File: src/rtl/fmv_ddr_pkg.sv
`default_nettype none
// ============================================================================
// fmv_ddr_pkg : shared constants, FSM state type and index helper for the
//               FMV DDR burst arbiter.
// Revision    : 1.0 - initial release
// ============================================================================
package fmv_ddr_pkg;

    localparam int         c_num_req       = 3;
    localparam logic [3:0] c_ddr_core_base = 4'b0011;

    typedef enum logic [1:0] {
        IDLE       = 2'd0,
        READ_CMD   = 2'd1,
        READ_DATA  = 2'd2,
        WRITE_DATA = 2'd3
    } arb_state_t;

    function automatic int idx_width(input int n);
        return (n > 1) ? $clog2(n) : 1;
    endfunction

endpackage
`default_nettype wire

File: src/rtl/ddr_if.sv
`default_nettype none
// ============================================================================
// ddr_if   : shared burst port between the arbiter (host) and the DDR core.
// Revision : 1.0 - initial release
// ============================================================================
interface ddr_if;

    logic [28:0] addr;
    logic        read;
    logic        write;
    logic [7:0]  burstcnt;
    logic [63:0] wdata;
    logic [7:0]  byteenable;
    logic        acquire;
    logic        busy;
    logic [63:0] rdata;
    logic        rdata_ready;

    modport to_host (
        output addr, read, write, burstcnt, wdata, byteenable, acquire,
        input  busy, rdata, rdata_ready
    );

    modport to_ddr (
        input  addr, read, write, burstcnt, wdata, byteenable, acquire,
        output busy, rdata, rdata_ready
    );

endinterface
`default_nettype wire

File: src/rtl/rr_arbiter.sv
`default_nettype none
// ============================================================================
// rr_arbiter : combinational round-robin pick; requester 0 always wins when
//              pending, otherwise search starts after the last grant.
// Revision   : 1.0 - initial release
// ============================================================================
module rr_arbiter
    import fmv_ddr_pkg::*;
#(
    parameter int NUM_REQ = c_num_req,
    parameter int IDX_W   = idx_width(NUM_REQ)
) (
    input  logic [NUM_REQ-1:0] req,
    input  logic [IDX_W-1:0]   last_idx,
    output logic [NUM_REQ-1:0] gnt,
    output logic [IDX_W-1:0]   gnt_idx
);

    int               w_cand;
    logic [IDX_W-1:0] w_cand_idx;
    logic             w_found;

    always_comb begin
        gnt        = '0;
        gnt_idx    = '0;
        w_found    = 1'b0;
        w_cand     = 0;
        w_cand_idx = '0;
        if (req[0]) begin
            gnt[0]  = 1'b1;
            w_found = 1'b1;
        end
        for (int k = 1; k <= NUM_REQ; k++) begin
            w_cand     = (int'(last_idx) + k) % NUM_REQ;
            w_cand_idx = IDX_W'(w_cand);
            if (!w_found && req[w_cand_idx]) begin
                gnt[w_cand_idx] = 1'b1;
                gnt_idx         = w_cand_idx;
                w_found         = 1'b1;
            end
        end
    end

endmodule
`default_nettype wire

File: src/rtl/fmv_ddr_arbiter.sv
`default_nettype none
// ============================================================================
// fmv_ddr_arbiter : grants the shared DDR burst port to one of NUM_REQ
//                   requesters and sequences the read or write burst.
// Revision        : 1.0 - initial release
// ============================================================================
module fmv_ddr_arbiter
    import fmv_ddr_pkg::*;
#(
    parameter int         NUM_REQ       = c_num_req,
    parameter logic [3:0] DDR_CORE_BASE = c_ddr_core_base
) (
    input  logic                     clk,
    input  logic                     reset,
    input  logic [NUM_REQ-1:0]       req_valid,
    input  logic [NUM_REQ-1:0]       req_write,
    input  logic [NUM_REQ-1:0][28:0] req_addr,
    input  logic [NUM_REQ-1:0][7:0]  req_burstcnt,
    input  logic [NUM_REQ-1:0][63:0] req_wdata,
    input  logic [NUM_REQ-1:0][7:0]  req_byteenable,
    output logic [NUM_REQ-1:0]       grant,
    output logic [NUM_REQ-1:0]       wdata_ack,
    output logic [NUM_REQ-1:0]       rdata_ready,
    output logic [63:0]              rdata,
    output logic [NUM_REQ-1:0]       done,
    ddr_if.to_host                   ddrif
);

    localparam int IDX_W = idx_width(NUM_REQ);

    arb_state_t         r_state;
    arb_state_t         w_next_state;
    logic [IDX_W-1:0]   r_owner;
    logic [IDX_W-1:0]   r_ptr;
    logic [28:0]        r_addr;
    logic [7:0]         r_burstcnt;
    logic [7:0]         r_cnt;
    logic [NUM_REQ-1:0] r_done;

    logic [NUM_REQ-1:0] w_arb_gnt;
    logic [IDX_W-1:0]   w_arb_idx;
    logic [NUM_REQ-1:0] w_owner_oh;
    logic               w_win;
    logic               w_start;
    logic               w_finish;
    logic               w_beat;
    logic               w_unused;

    rr_arbiter #(
        .NUM_REQ (NUM_REQ),
        .IDX_W   (IDX_W)
    ) u_rr_arbiter (
        .req      (req_valid),
        .last_idx (r_ptr),
        .gnt      (w_arb_gnt),
        .gnt_idx  (w_arb_idx)
    );

    // The finishing owner still holds req_valid during its done cycle, so
    // arbitration waits one more IDLE cycle to avoid re-granting a stale request.
    assign w_win      = (|w_arb_gnt) && (r_done == '0);
    assign w_owner_oh = NUM_REQ'(1) << r_owner;
    assign w_start    = (r_state == IDLE) && (w_next_state != IDLE);
    assign w_finish   = (r_state != IDLE) && (w_next_state == IDLE);
    assign w_beat     = ((r_state == READ_DATA) && ddrif.rdata_ready) ||
                        ((r_state == WRITE_DATA) && !ddrif.busy);
    assign w_unused   = ^req_addr;

    always_ff @(posedge clk) begin
        if (reset) begin
            r_state <= IDLE;
        end else begin
            r_state <= w_next_state;
        end
    end

    always_ff @(posedge clk) begin
        if (reset) begin
            r_owner    <= '0;
            r_ptr      <= IDX_W'(NUM_REQ - 1);
            r_addr     <= '0;
            r_burstcnt <= '0;
            r_cnt      <= '0;
            r_done     <= '0;
        end else begin
            r_done <= w_finish ? w_owner_oh : '0;
            if (w_start) begin
                r_owner    <= w_arb_idx;
                r_ptr      <= w_arb_idx;
                r_addr     <= {DDR_CORE_BASE, req_addr[w_arb_idx][27:3]};
                r_burstcnt <= req_burstcnt[w_arb_idx];
                r_cnt      <= req_burstcnt[w_arb_idx];
            end else if (w_beat && (r_cnt != 8'd0)) begin
                r_cnt <= r_cnt - 8'd1;
            end
        end
    end

    // Zero-length bursts of either direction park in WRITE_DATA for one
    // cycle with write held low, which gives the grant-then-done behaviour.
    always_comb begin
        w_next_state = r_state;
        case (r_state)
            IDLE: begin
                if (w_win) begin
                    if (req_write[w_arb_idx] || (req_burstcnt[w_arb_idx] == 8'd0)) begin
                        w_next_state = WRITE_DATA;
                    end else begin
                        w_next_state = READ_CMD;
                    end
                end
            end
            READ_CMD: begin
                if (!ddrif.busy) begin
                    w_next_state = READ_DATA;
                end
            end
            READ_DATA: begin
                if ((r_cnt == 8'd0) || (ddrif.rdata_ready && (r_cnt == 8'd1))) begin
                    w_next_state = IDLE;
                end
            end
            WRITE_DATA: begin
                if ((r_cnt == 8'd0) || (!ddrif.busy && (r_cnt == 8'd1))) begin
                    w_next_state = IDLE;
                end
            end
            default: w_next_state = IDLE;
        endcase
    end

    always_comb begin
        grant       = '0;
        wdata_ack   = '0;
        rdata_ready = '0;
        done        = r_done;
        if (r_state != IDLE) begin
            grant = w_owner_oh;
        end
        if ((r_state == WRITE_DATA) && (r_cnt != 8'd0) && !ddrif.busy) begin
            wdata_ack = w_owner_oh;
        end
        if ((r_state == READ_DATA) && (r_cnt != 8'd0) && ddrif.rdata_ready) begin
            rdata_ready = w_owner_oh;
        end
    end

    assign rdata            = ddrif.rdata;
    assign ddrif.addr       = r_addr;
    assign ddrif.burstcnt   = r_burstcnt;
    assign ddrif.acquire    = (r_state != IDLE);
    assign ddrif.read       = (r_state == READ_CMD);
    assign ddrif.write      = (r_state == WRITE_DATA) && (r_cnt != 8'd0);
    assign ddrif.wdata      = req_wdata[r_owner];
    assign ddrif.byteenable = (r_state == WRITE_DATA) ? req_byteenable[r_owner] : 8'hff;

endmodule
`default_nettype wire
File: src/flat_wrapper.sv
// flat-port wrapper written by rule: the top's interface ports become plain ports
module fmv_ddr_arbiter_flat import fmv_ddr_pkg::*;
#(
    parameter int         NUM_REQ       = c_num_req,
    parameter logic [3:0] DDR_CORE_BASE = c_ddr_core_base
)
  (clk, reset, req_valid, req_write, req_addr, req_burstcnt, req_wdata, req_byteenable, grant, wdata_ack, rdata_ready, rdata, done, ddrif_addr, ddrif_read, ddrif_write, ddrif_burstcnt, ddrif_wdata, ddrif_byteenable, ddrif_acquire, ddrif_busy, ddrif_rdata, ddrif_rdata_ready);
  ddr_if ddrif_i ();
  input  logic clk;
  input  logic reset;
  input  logic [NUM_REQ-1:0] req_valid;
  input  logic [NUM_REQ-1:0] req_write;
  input  logic [NUM_REQ-1:0][28:0] req_addr;
  input  logic [NUM_REQ-1:0][7:0] req_burstcnt;
  input  logic [NUM_REQ-1:0][63:0] req_wdata;
  input  logic [NUM_REQ-1:0][7:0] req_byteenable;
  output logic [NUM_REQ-1:0] grant;
  output logic [NUM_REQ-1:0] wdata_ack;
  output logic [NUM_REQ-1:0] rdata_ready;
  output logic [63:0] rdata;
  output logic [NUM_REQ-1:0] done;
  output wire logic [$bits(ddrif_i.addr)-1:0] ddrif_addr;
  output wire logic [$bits(ddrif_i.read)-1:0] ddrif_read;
  output wire logic [$bits(ddrif_i.write)-1:0] ddrif_write;
  output wire logic [$bits(ddrif_i.burstcnt)-1:0] ddrif_burstcnt;
  output wire logic [$bits(ddrif_i.wdata)-1:0] ddrif_wdata;
  output wire logic [$bits(ddrif_i.byteenable)-1:0] ddrif_byteenable;
  output wire logic [$bits(ddrif_i.acquire)-1:0] ddrif_acquire;
  input wire logic [$bits(ddrif_i.busy)-1:0] ddrif_busy;
  input wire logic [$bits(ddrif_i.rdata)-1:0] ddrif_rdata;
  input wire logic [$bits(ddrif_i.rdata_ready)-1:0] ddrif_rdata_ready;
  assign ddrif_addr = ddrif_i.addr;
  assign ddrif_read = ddrif_i.read;
  assign ddrif_write = ddrif_i.write;
  assign ddrif_burstcnt = ddrif_i.burstcnt;
  assign ddrif_wdata = ddrif_i.wdata;
  assign ddrif_byteenable = ddrif_i.byteenable;
  assign ddrif_acquire = ddrif_i.acquire;
  assign ddrif_i.busy = ddrif_busy;
  assign ddrif_i.rdata = ddrif_rdata;
  assign ddrif_i.rdata_ready = ddrif_rdata_ready;
  fmv_ddr_arbiter #(.NUM_REQ(NUM_REQ), .DDR_CORE_BASE(DDR_CORE_BASE)) u_core (.clk(clk), .reset(reset), .req_valid(req_valid), .req_write(req_write), .req_addr(req_addr), .req_burstcnt(req_burstcnt), .req_wdata(req_wdata), .req_byteenable(req_byteenable), .grant(grant), .wdata_ack(wdata_ack), .rdata_ready(rdata_ready), .rdata(rdata), .done(done), .ddrif(ddrif_i));
endmodule
File: config.mk
export PLATFORM = sky130hd
export DESIGN_NAME = fmv_ddr_arbiter_flat
export DESIGN_NICKNAME = d
export VERILOG_FILES = /design/src/rtl/fmv_ddr_pkg.sv /design/src/rtl/ddr_if.sv /design/src/rtl/rr_arbiter.sv /design/src/rtl/fmv_ddr_arbiter.sv /design/src/flat_wrapper.sv
export SDC_FILE = /design/constraint.sdc
export NUM_CORES = 1
export LEC_CHECK = 0
export BUFFER_PORTS_ARGS = -buffer_cell sky130_fd_sc_hd__buf_4
export CORE_AREA = 5 5 228 230
export CTS_BUF_LIST = sky130_fd_sc_hd__clkbuf_16
export CTS_CLUSTER_SIZE = 12
export DETAILED_ROUTE_END_ITERATION = 8
export DIE_AREA = 0 0 233 235
export PLACE_DENSITY = 0.37
export SYNTH_ARGS = -nofsm -noshare
export SYNTH_HDL_FRONTEND = slang
export SYNTH_HIERARCHICAL = 1
export SYNTH_SLANG_ARGS = --single-unit
export TNS_END_PERCENT = 30
File: constraint.sdc
create_clock -name clk -period 4.8 [get_ports clk]
set_input_delay 0.72 -clock clk [delete_from_list [all_inputs] [get_ports clk]]
set_output_delay 0.72 -clock clk [all_outputs]
set_load 0.05 [all_outputs]
==> results of run 1 <==
==> cell type report <==
class / count / share of cell area, %
repair buffers: 455 / 39.3
multi-input cells: 497 / 37.2
flip-flops and latches: 50 / 11.5
well taps: 672 / 9.63
clock buffers: 6 / 1.72
inverters: 9 / 0.387
clock inverters: 2 / 0.158
diodes: 3 / 0.0860
==> cell usage in the layout (no fill, tap or decap), types with 2 or more instances in the layout <==
master                      synthesis  routed
sky130_fd_sc_hd__a2111oi_1          3       3
sky130_fd_sc_hd__mux2i_1          107     107
sky130_fd_sc_hd__dfxtp_1           50      48
sky130_fd_sc_hd__inv_1              9       9
sky130_fd_sc_hd__nand3_1            2       2
sky130_fd_sc_hd__a21oi_1           14      14
sky130_fd_sc_hd__o211ai_1           2       2
sky130_fd_sc_hd__xnor2_1            3       3
sky130_fd_sc_hd__and4_1             2       2
sky130_fd_sc_hd__o2111ai_1          3       3
sky130_fd_sc_hd__conb_1             1       2
sky130_fd_sc_hd__and2b_1            3       3
sky130_fd_sc_hd__diode_2            0       3
sky130_fd_sc_hd__a211oi_2           2       2
sky130_fd_sc_hd__clkbuf_16          0       6
sky130_fd_sc_hd__o21ai_0           75      74
sky130_fd_sc_hd__a221oi_1           2       2
sky130_fd_sc_hd__nand2b_1           4       4
sky130_fd_sc_hd__a22oi_1            2       2
sky130_fd_sc_hd__nor2b_1            4       2
sky130_fd_sc_hd__nor3_1            42      42
sky130_fd_sc_hd__buf_4             69     454
sky130_fd_sc_hd__a211oi_1          29      29
sky130_fd_sc_hd__o21a_1             3       3
sky130_fd_sc_hd__nor4_1             4       4
sky130_fd_sc_hd__nor2_1            78      78
sky130_fd_sc_hd__nand2_1           77      77
sky130_fd_sc_hd__ha_1               6       6
sky130_fd_sc_hd__o2bb2ai_1          8       8
==> final timing paths <==
kind	startpoint	to	slack, ns	depth (start not counted)
max	u_core/r_owner[0]	u_core/r_state[1]	1.19	11
min	u_core/ddrif.burstcnt[1]	u_core/ddrif.burstcnt[1]	0.48	2
max reg2reg	u_core/r_owner[0]	u_core/r_state[1]	1.19	11
min reg2reg	u_core/ddrif.burstcnt[1]	u_core/ddrif.burstcnt[1]	0.48	2
==> worst max-delay path: stages, from the launching register on <==
cell	delay [ns]
sky130_fd_sc_hd__dfxtp_4	0.46
sky130_fd_sc_hd__inv_1	0.09
sky130_fd_sc_hd__ha_1	0.42
sky130_fd_sc_hd__and2b_1	0.18
sky130_fd_sc_hd__a32oi_2	0.19
sky130_fd_sc_hd__o21ai_4	0.67
sky130_fd_sc_hd__buf_4	0.45
sky130_fd_sc_hd__mux2i_1	0.30
sky130_fd_sc_hd__o2bb2ai_1	0.13
sky130_fd_sc_hd__nor4_1	0.31
sky130_fd_sc_hd__nand2_1	0.10
sky130_fd_sc_hd__a211oi_1	0.20
==> power groups by stage <==
stage / registers, mW / clock network [mW] / logic, mW
2_1_floorplan: 1.02 / 0 / 2.16
3_3_place_gp: 0.703 / 0 / 3.58
3_5_place_dp: 0.707 / 0 / 3.58
4_1_cts: 0.701 / 0.429 / 3.58
5_1_grt: 0.719 / 0.443 / 3.77
6_report: 0.697 / 0.405 / 3.50
==> logic make-up after synthesis <==
kind of cell | Yosys count
AO/OA/AOI/OAI | 153
XOR/XNOR | 4
adder cells (fa/ha/maj) | 6
buffers and inverters | 129
flip-flops | 50
multiplexers | 107
other | 1
AND/OR/NAND/NOR | 225
==> sequential cells by signal, summed over array words and instances (netlist names) <==
register,count
u_core/ddrif.addr,26
u_core/ddrif.burstcnt,8
u_core/r_cnt,8
u_core/done,3
u_core/r_owner,2
u_core/r_state,2
u_core/r_ptr,1
==> layer usage <==
metal | routed length, um | part of all wire [%]
met4 | 600 | 1.8
met1 | 12000 | 37
met2 | 16700 | 51
met5 | 7 | 0.022
met3 | 3180 | 9.8
==> out/results.tsv, run 1 <==
stage	metric	value	unit
finish	final core utilization	17.6	%
yosys	top flip-flop cell by instance count after synthesis	sky130_fd_sc_hd__dfxtp_1	
power	clock group share of total power	8.8	%
drt	Initial DRT Pass Iterations	5	
timing	Slew HR	36.8	%
timing	minimum clock period after layout	3.61	ns
drt	Vias per Instance	3.62	
placed_design	area post-placement	8560	um2
timing	summed negative setup slack over all endpoints	0	ns
timing	clock skew	0.0152	ns
finish	total number of nets in the final design	1425	
yosys	fraction of synthesized area in multiplexers	21.6	%
finish	final std cell area, no fill	8730	um2
timing	Max Fclk	277	MHz
placed_design	placed instance count	1683	
yosys	most frequently used cell type in the post-synthesis netlist	sky130_fd_sc_hd__mux2i_1	
timing	worst-margin pin slew	0.944	ns
power	switching power as a share of total power	58.5	%
finish	area of the multi-input gates	3250	um2
grt	GR Layer Usage met2	20.5	%
grt	GR Layer Usage met1	12.1	%
timing	post-route setup slack	1.19	ns
yosys	top-area cell type share of the netlist area	21.6	%
power	cell-internal power	1.91	mW
setup_path	CP Max Fanout	20	
finish	proportion of layout cells with a drive suffix above 1	47.2	%
placed_design	weighted congestion at the end of routability-driven global placement	0.786	
floorplanning	I/O Pins	589	
finish	total of fill cells in the finished design	5719	
yosys	post-synthesis xor/xnor area fraction	0.706	%
finish	Seq. cell area	1010	um2
power	peak supply drop	0.000240	V
yosys	average cell area after synthesis	7.35	um2
placed_design	DP Wirelength	27.7	mm
floorplanning	effective utilization at floorplan	9.99	%
grt	global router's overall resource usage	11.0	%
yosys	share of flip-flops with an asynchronous set or reset	0	%
setup_path	endpoint class of the critical path	register	
run_status	run status	completed	
yosys	number of warnings reported in the yosys synthesis log	6	
cts	# clock sinks	50	
yosys	number of synthesized flops with an enable pin	0	
timing	hold_ws	0.478	ns
grt	number of antenna violations at the first check in global routing	6	
yosys	dominant combinational cell family by area after synthesis	multiplexers	
power	Tot Pwr	4.60	mW
yosys	post-synthesis instance total	675	
yosys	Synth area leader	sky130_fd_sc_hd__mux2i_1	
power	switching power	2.69	mW
timing	Max Slew Vio Count	0	
timing	Final Hold Fails	0	
cts	number of hold buffers added after CTS	0	
setup_path	CP Class	reg2reg	
cts	post-cts gate resize count	0	
yosys	top post-synthesis cells by area	sky130_fd_sc_hd__mux2i_1 (22%), sky130_fd_sc_hd__dfxtp_1 (20%), sky130_fd_sc_hd__buf_4 (10%)	
floorplanning	floorplan core area	49700	um2
cts	CTS Root Cell	sky130_fd_sc_hd__clkbuf_16	
floorplanning	die width	233	um
yosys	simple logic cell fraction of the synthesized area	20.3	%
setup_path	data required time at the worst endpoint	5.01	ns
power	combinational fraction of design power	76.0	%
grt	via count of the first global-routing pass	6374	
drt	routed via count	6138	
timing	part of the cycle the worst path needs	75.2	%
floorplanning	# rows	82	
yosys	post-synthesis register bit count	50	
drt	DRC marker count from the first detailed-route iteration	231	
yosys	number of library cell types mapped by synthesis	50	
drt	total length of routed wires	32.5	mm
yosys	most numerous cell types in the synthesized netlist	sky130_fd_sc_hd__mux2i_1 (107), sky130_fd_sc_hd__nor2_1 (78), sky130_fd_sc_hd__nand2_1 (77)	
drt	Routed Antenna Nets	0	
grt	global route hottest layer	met2	
cts	clock-pin slew reported for the worst setup and hold paths after clock tree synthesis	0.07	ns
yosys	post-synthesis compound-gate area fraction	20.0	%
cts	Clk Latency, worst-skew pair	0.31	ns
cts	clock tree from TritonCTS	done	
worst_hold_path	worst min-delay path class	reg2reg	
floorplanning	Die Footprint	54800	um2
setup_path	sort of element at the start of the critical path	register	
drt	total DRC errors in the routed layout	0	
cts	number of buffers created by CTS	5	
timing	RSZ-0062 raised after global routing	false	
grt	grt ovf	0	
floorplanning	height of the chip	235	um
finish	final std cells w/o fill	1694	
yosys	adder-cell share of the synthesized area	1.51	%
finish	area overhead of the layout relative to synthesis	75.9	%
grt	largest net degree at the start of global routing	64	
yosys	cell area after synthesis	4960	um2
run	count of maximum capacitance violations	0	
cts	Setup Buffers After CTS	0	
power	register share of total power	15.2	%
cts	maximum buffer depth of the clock tree	2	
power	areal power density over the cells	527	nW/um2
placed_design	IO Port Bufs	446	
placed_design	Placement Setup Slack	1.19	ns
drt	WL per Instance	19.2	um
yosys	post-synthesis sequential area ratio	20.2	%
timing	count of endpoints failing setup in the final report	0	
grt	GRT met3 Usage	3.55	%
setup_path	arrival time of data at the critical path endpoint	3.82	ns
power	Static Leak	3.64	nW
grt	wire length of the first global-routing pass	44.7	mm
cts	# H-tree levels	2	
(Power assumes the default switching activity.)
==> run 2, diff against run 1 <==
ABC_AREA = 1   (was unset)
CORE_AREA = 5 5 229 231   (was 5 5 228 230)
DIE_AREA = 0 0 234 236   (was 0 0 233 235)
PLACE_DENSITY = 0.38   (was 0.37)
clock period = 2.9 ns   (was 4.8 ns; I/O delays follow)
==> out/results.tsv, run 2 <==
stage	metric	value	unit
grt	largest net degree at the start of global routing	74	
yosys	top flip-flop cell by instance count after synthesis	sky130_fd_sc_hd__dfxtp_1	
cts	number of hold buffers added after CTS	0	
timing	Max Slew Vio Count	0	
grt	via count of the first global-routing pass	6984	
floorplanning	Die Footprint	55200	um2
finish	area overhead of the layout relative to synthesis	79.7	%
placed_design	DP Wirelength	26.8	mm
floorplanning	# rows	82	
power	areal power density over the cells	1030	nW/um2
worst_hold_path	worst min-delay path class	in2reg	
finish	final core utilization	17.9	%
setup_path	CP Class	reg2reg	
yosys	top post-synthesis cells by area	sky130_fd_sc_hd__dfxtp_1 (20%), sky130_fd_sc_hd__nand2_1 (19%), sky130_fd_sc_hd__nand3_1 (15%)	
timing	Slew HR	59.9	%
timing	post-route setup slack	0.300	ns
finish	proportion of layout cells with a drive suffix above 1	42.3	%
yosys	number of warnings reported in the yosys synthesis log	6	
cts	# H-tree levels	2	
yosys	post-synthesis register bit count	50	
yosys	most numerous cell types in the synthesized netlist	sky130_fd_sc_hd__nand2_1 (258), sky130_fd_sc_hd__nand3_1 (151), sky130_fd_sc_hd__nor2_1 (91)	
setup_path	arrival time of data at the critical path endpoint	2.80	ns
finish	flip-flop count of the largest register after layout	26	
yosys	most frequently used cell type in the post-synthesis netlist	sky130_fd_sc_hd__nand2_1	
setup_path	CP Max Fanout	9	
finish	total number of nets in the final design	1635	
finish	final std cells w/o fill	1905	
cts	Clk Latency, worst-skew pair	0.31	ns
cts	CTS Root Cell	sky130_fd_sc_hd__clkbuf_16	
yosys	share of flip-flops with an asynchronous set or reset	0	%
drt	total DRC errors in the routed layout	0	
finish	commonest cells after routing, fill and taps aside	sky130_fd_sc_hd__buf_4 (461), sky130_fd_sc_hd__nand2_1 (255), sky130_fd_sc_hd__nand3_1 (149)	
grt	grt ovf	0	
grt	wire length of the first global-routing pass	46.1	mm
yosys	post-synthesis sequential area ratio	20.1	%
setup_path	endpoint class of the critical path	register	
grt	global router's overall resource usage	11.0	%
yosys	number of synthesized flops with an enable pin	0	
timing	Max Fclk	385	MHz
yosys	top-area cell type share of the netlist area	20.1	%
run	count of maximum capacitance violations	0	
floorplanning	effective utilization at floorplan	9.98	%
cts	# clock sinks	50	
setup_path	critical path buffer and inverter count	4	
yosys	post-synthesis compound-gate area fraction	12.5	%
setup_path	cell family contributing the most delay on the critical path	simple AND/OR/NAND/NOR gates	
run_status	run status	completed	
power	Tot Pwr	9.21	mW
setup_path	cell type of the slowest stage on the worst timing path	sky130_fd_sc_hd__dfxtp_4	
placed_design	IO Port Bufs	446	
timing	worst-margin pin slew	0.602	ns
yosys	average cell area after synthesis	5.68	um2
drt	total length of routed wires	32.4	mm
yosys	adder-cell share of the synthesized area	1.51	%
timing	count of endpoints failing setup in the final report	0	
timing	hold_ws	0.401	ns
yosys	number of library cell types mapped by synthesis	35	
drt	Routed Antenna Nets	0	
timing	minimum clock period after layout	2.60	ns
yosys	fraction of synthesized area in multiplexers	0	%
timing	part of the cycle the worst path needs	89.6	%
cts	maximum buffer depth of the clock tree	2	
setup_path	sort of element at the start of the critical path	register	
power	Static Leak	4.31	nW
setup_path	critical-path cell list	inv_1 > ha_2 > inv_2 > nand2_1 > nand3_2 > a21oi_4 > buf_4 > nand3_1 > nand2_4 > inv_4 > a21oi_2 > nand2_1 > nor2_1 > nand2_1 > nand2_1 > nand2_2 > nand4_1 > nor2_1	
setup_path	Largest stage delay, worst path	0.37	ns
yosys	Synth area leader	sky130_fd_sc_hd__dfxtp_1	
yosys	cell area after synthesis	4980	um2
timing	Final Hold Fails	0	
drt	WL per Instance	17.0	um
yosys	post-synthesis xor/xnor area fraction	0.880	%
placed_design	placed instance count	1889	
cts	number of buffers created by CTS	5	
floorplanning	floorplan core area	49900	um2
yosys	dominant combinational cell family by area after synthesis	simple AND/OR/NAND/NOR gates	
drt	DRC marker count from the first detailed-route iteration	295	
timing	clock skew	0.00637	ns
floorplanning	die width	234	um
power	peak supply drop	0.000399	V
drt	Initial DRT Pass Iterations	5	
drt	Vias per Instance	3.71	
floorplanning	I/O Pins	589	
floorplanning	height of the chip	236	um
yosys	simple logic cell fraction of the synthesized area	47.1	%
drt	routed via count	7075	
cts	clock-pin slew reported for the worst setup and hold paths after clock tree synthesis	0.07	ns
finish	leading cell type in the layout, fill and taps excluded	sky130_fd_sc_hd__buf_4	
yosys	post-synthesis instance total	876	
placed_design	weighted congestion at the end of routability-driven global placement	0.831	
setup_path	data required time at the worst endpoint	3.10	ns
placed_design	Placement Setup Slack	-0.106	ns
setup_path	most common cell type on the critical path	sky130_fd_sc_hd__nand2_1	
cts	clock tree from TritonCTS	done	
finish	total of fill cells in the finished design	5866	
grt	number of antenna violations at the first check in global routing	6	
[run 2: cell families after synthesis]
| kind of cell | count (synthesis) |
|---|---|
| AND/OR/NAND/NOR | 538 |
| buffers and inverters | 162 |
| AO/OA/AOI/OAI | 114 |
| flip-flops | 50 |
| adder cells (fa/ha/maj) | 6 |
| XOR/XNOR | 5 |
| other | 1 |
[run 2: layout make-up]
| cell class | count | area, um2 | area share [%] |
|---|---|---|---|
| Antenna cell | 4 | 10.0 | 0.112 |
| Clock buffer | 6 | 150 | 1.68 |
| Clock inverter | 2 | 33.8 | 0.378 |
| Inverter | 40 | 158 | 1.76 |
| Multi-Input combinational cell | 665 | 3190 | 35.7 |
| Sequential cell | 50 | 1000 | 11.2 |
| Tap cell | 672 | 841 | 9.40 |
| Timing Repair Buffer | 466 | 3550 | 39.7 |
[run 2: worst paths after layout]
kind                                  from                        to  slack (ns)  cells past startpoint
setup / recovery         u_core/r_owner[0]            u_core/done[2]        0.30                     18
hold / removal                req_addr[85]     u_core/ddrif.addr[24]        0.40                      3
setup reg to reg         u_core/r_owner[0]            u_core/done[2]        0.30                     18
hold reg to reg   u_core/ddrif.burstcnt[4]  u_core/ddrif.burstcnt[4]        0.47                      2
[run 2: worst reg2reg max path, stage by stage (launching register included)]
cell and delay (ns):
sky130_fd_sc_hd__dfxtp_4 0.37, sky130_fd_sc_hd__inv_1 0.06, sky130_fd_sc_hd__ha_2 0.37, sky130_fd_sc_hd__inv_2 0.06, sky130_fd_sc_hd__nand2_1 0.07, sky130_fd_sc_hd__nand3_2 0.12
sky130_fd_sc_hd__a21oi_4 0.18, sky130_fd_sc_hd__buf_4 0.14, sky130_fd_sc_hd__nand3_1 0.11, sky130_fd_sc_hd__nand2_4 0.17, sky130_fd_sc_hd__inv_4 0.10, sky130_fd_sc_hd__a21oi_2 0.17
sky130_fd_sc_hd__nand2_1 0.07, sky130_fd_sc_hd__nor2_1 0.10, sky130_fd_sc_hd__nand2_1 0.05, sky130_fd_sc_hd__nand2_1 0.10, sky130_fd_sc_hd__nand2_2 0.08, sky130_fd_sc_hd__nand4_1 0.14
sky130_fd_sc_hd__nor2_1 0.05
[run 2: repair_timing]
action	in CTS	in global routing
cloned	0	0
buffers inserted	3	1
pin swaps	1	3
endpoints found under the setup margin	4	5
gates resized for setup	1	21
[run 2: power breakdown]
part | switching, mW | total [mW] | internal, mW
clock | 0.290 | 0.748 | 0.458
combinational | 5.07 | 7.33 | 2.26
sequential | 0.175 | 1.14 | 0.961
total | 5.53 | 9.21 | 3.68
[run 2: routing by layer]
metal | track usage (%) | up-vias | part of all wire, %
met2 | 17.3 | 307 | 45
met4 | 2.79 | 4 | 2.4
met1 | 13.7 | 3195 | 42
li1 | - | 3515 | -
met3 | 4.87 | 54 | 10
met5 | 0 | - | 0.065
[run 2: per-stage QoR]
step	instance area [um2]	setup TNS, ns
3_3_place_gp	8630	-0.169
6_report	8940	0
5_1_grt	8930	-0.00256
2_1_floorplan	4980	0
4_1_cts	8840	0
3_5_place_dp	8630	-0.306
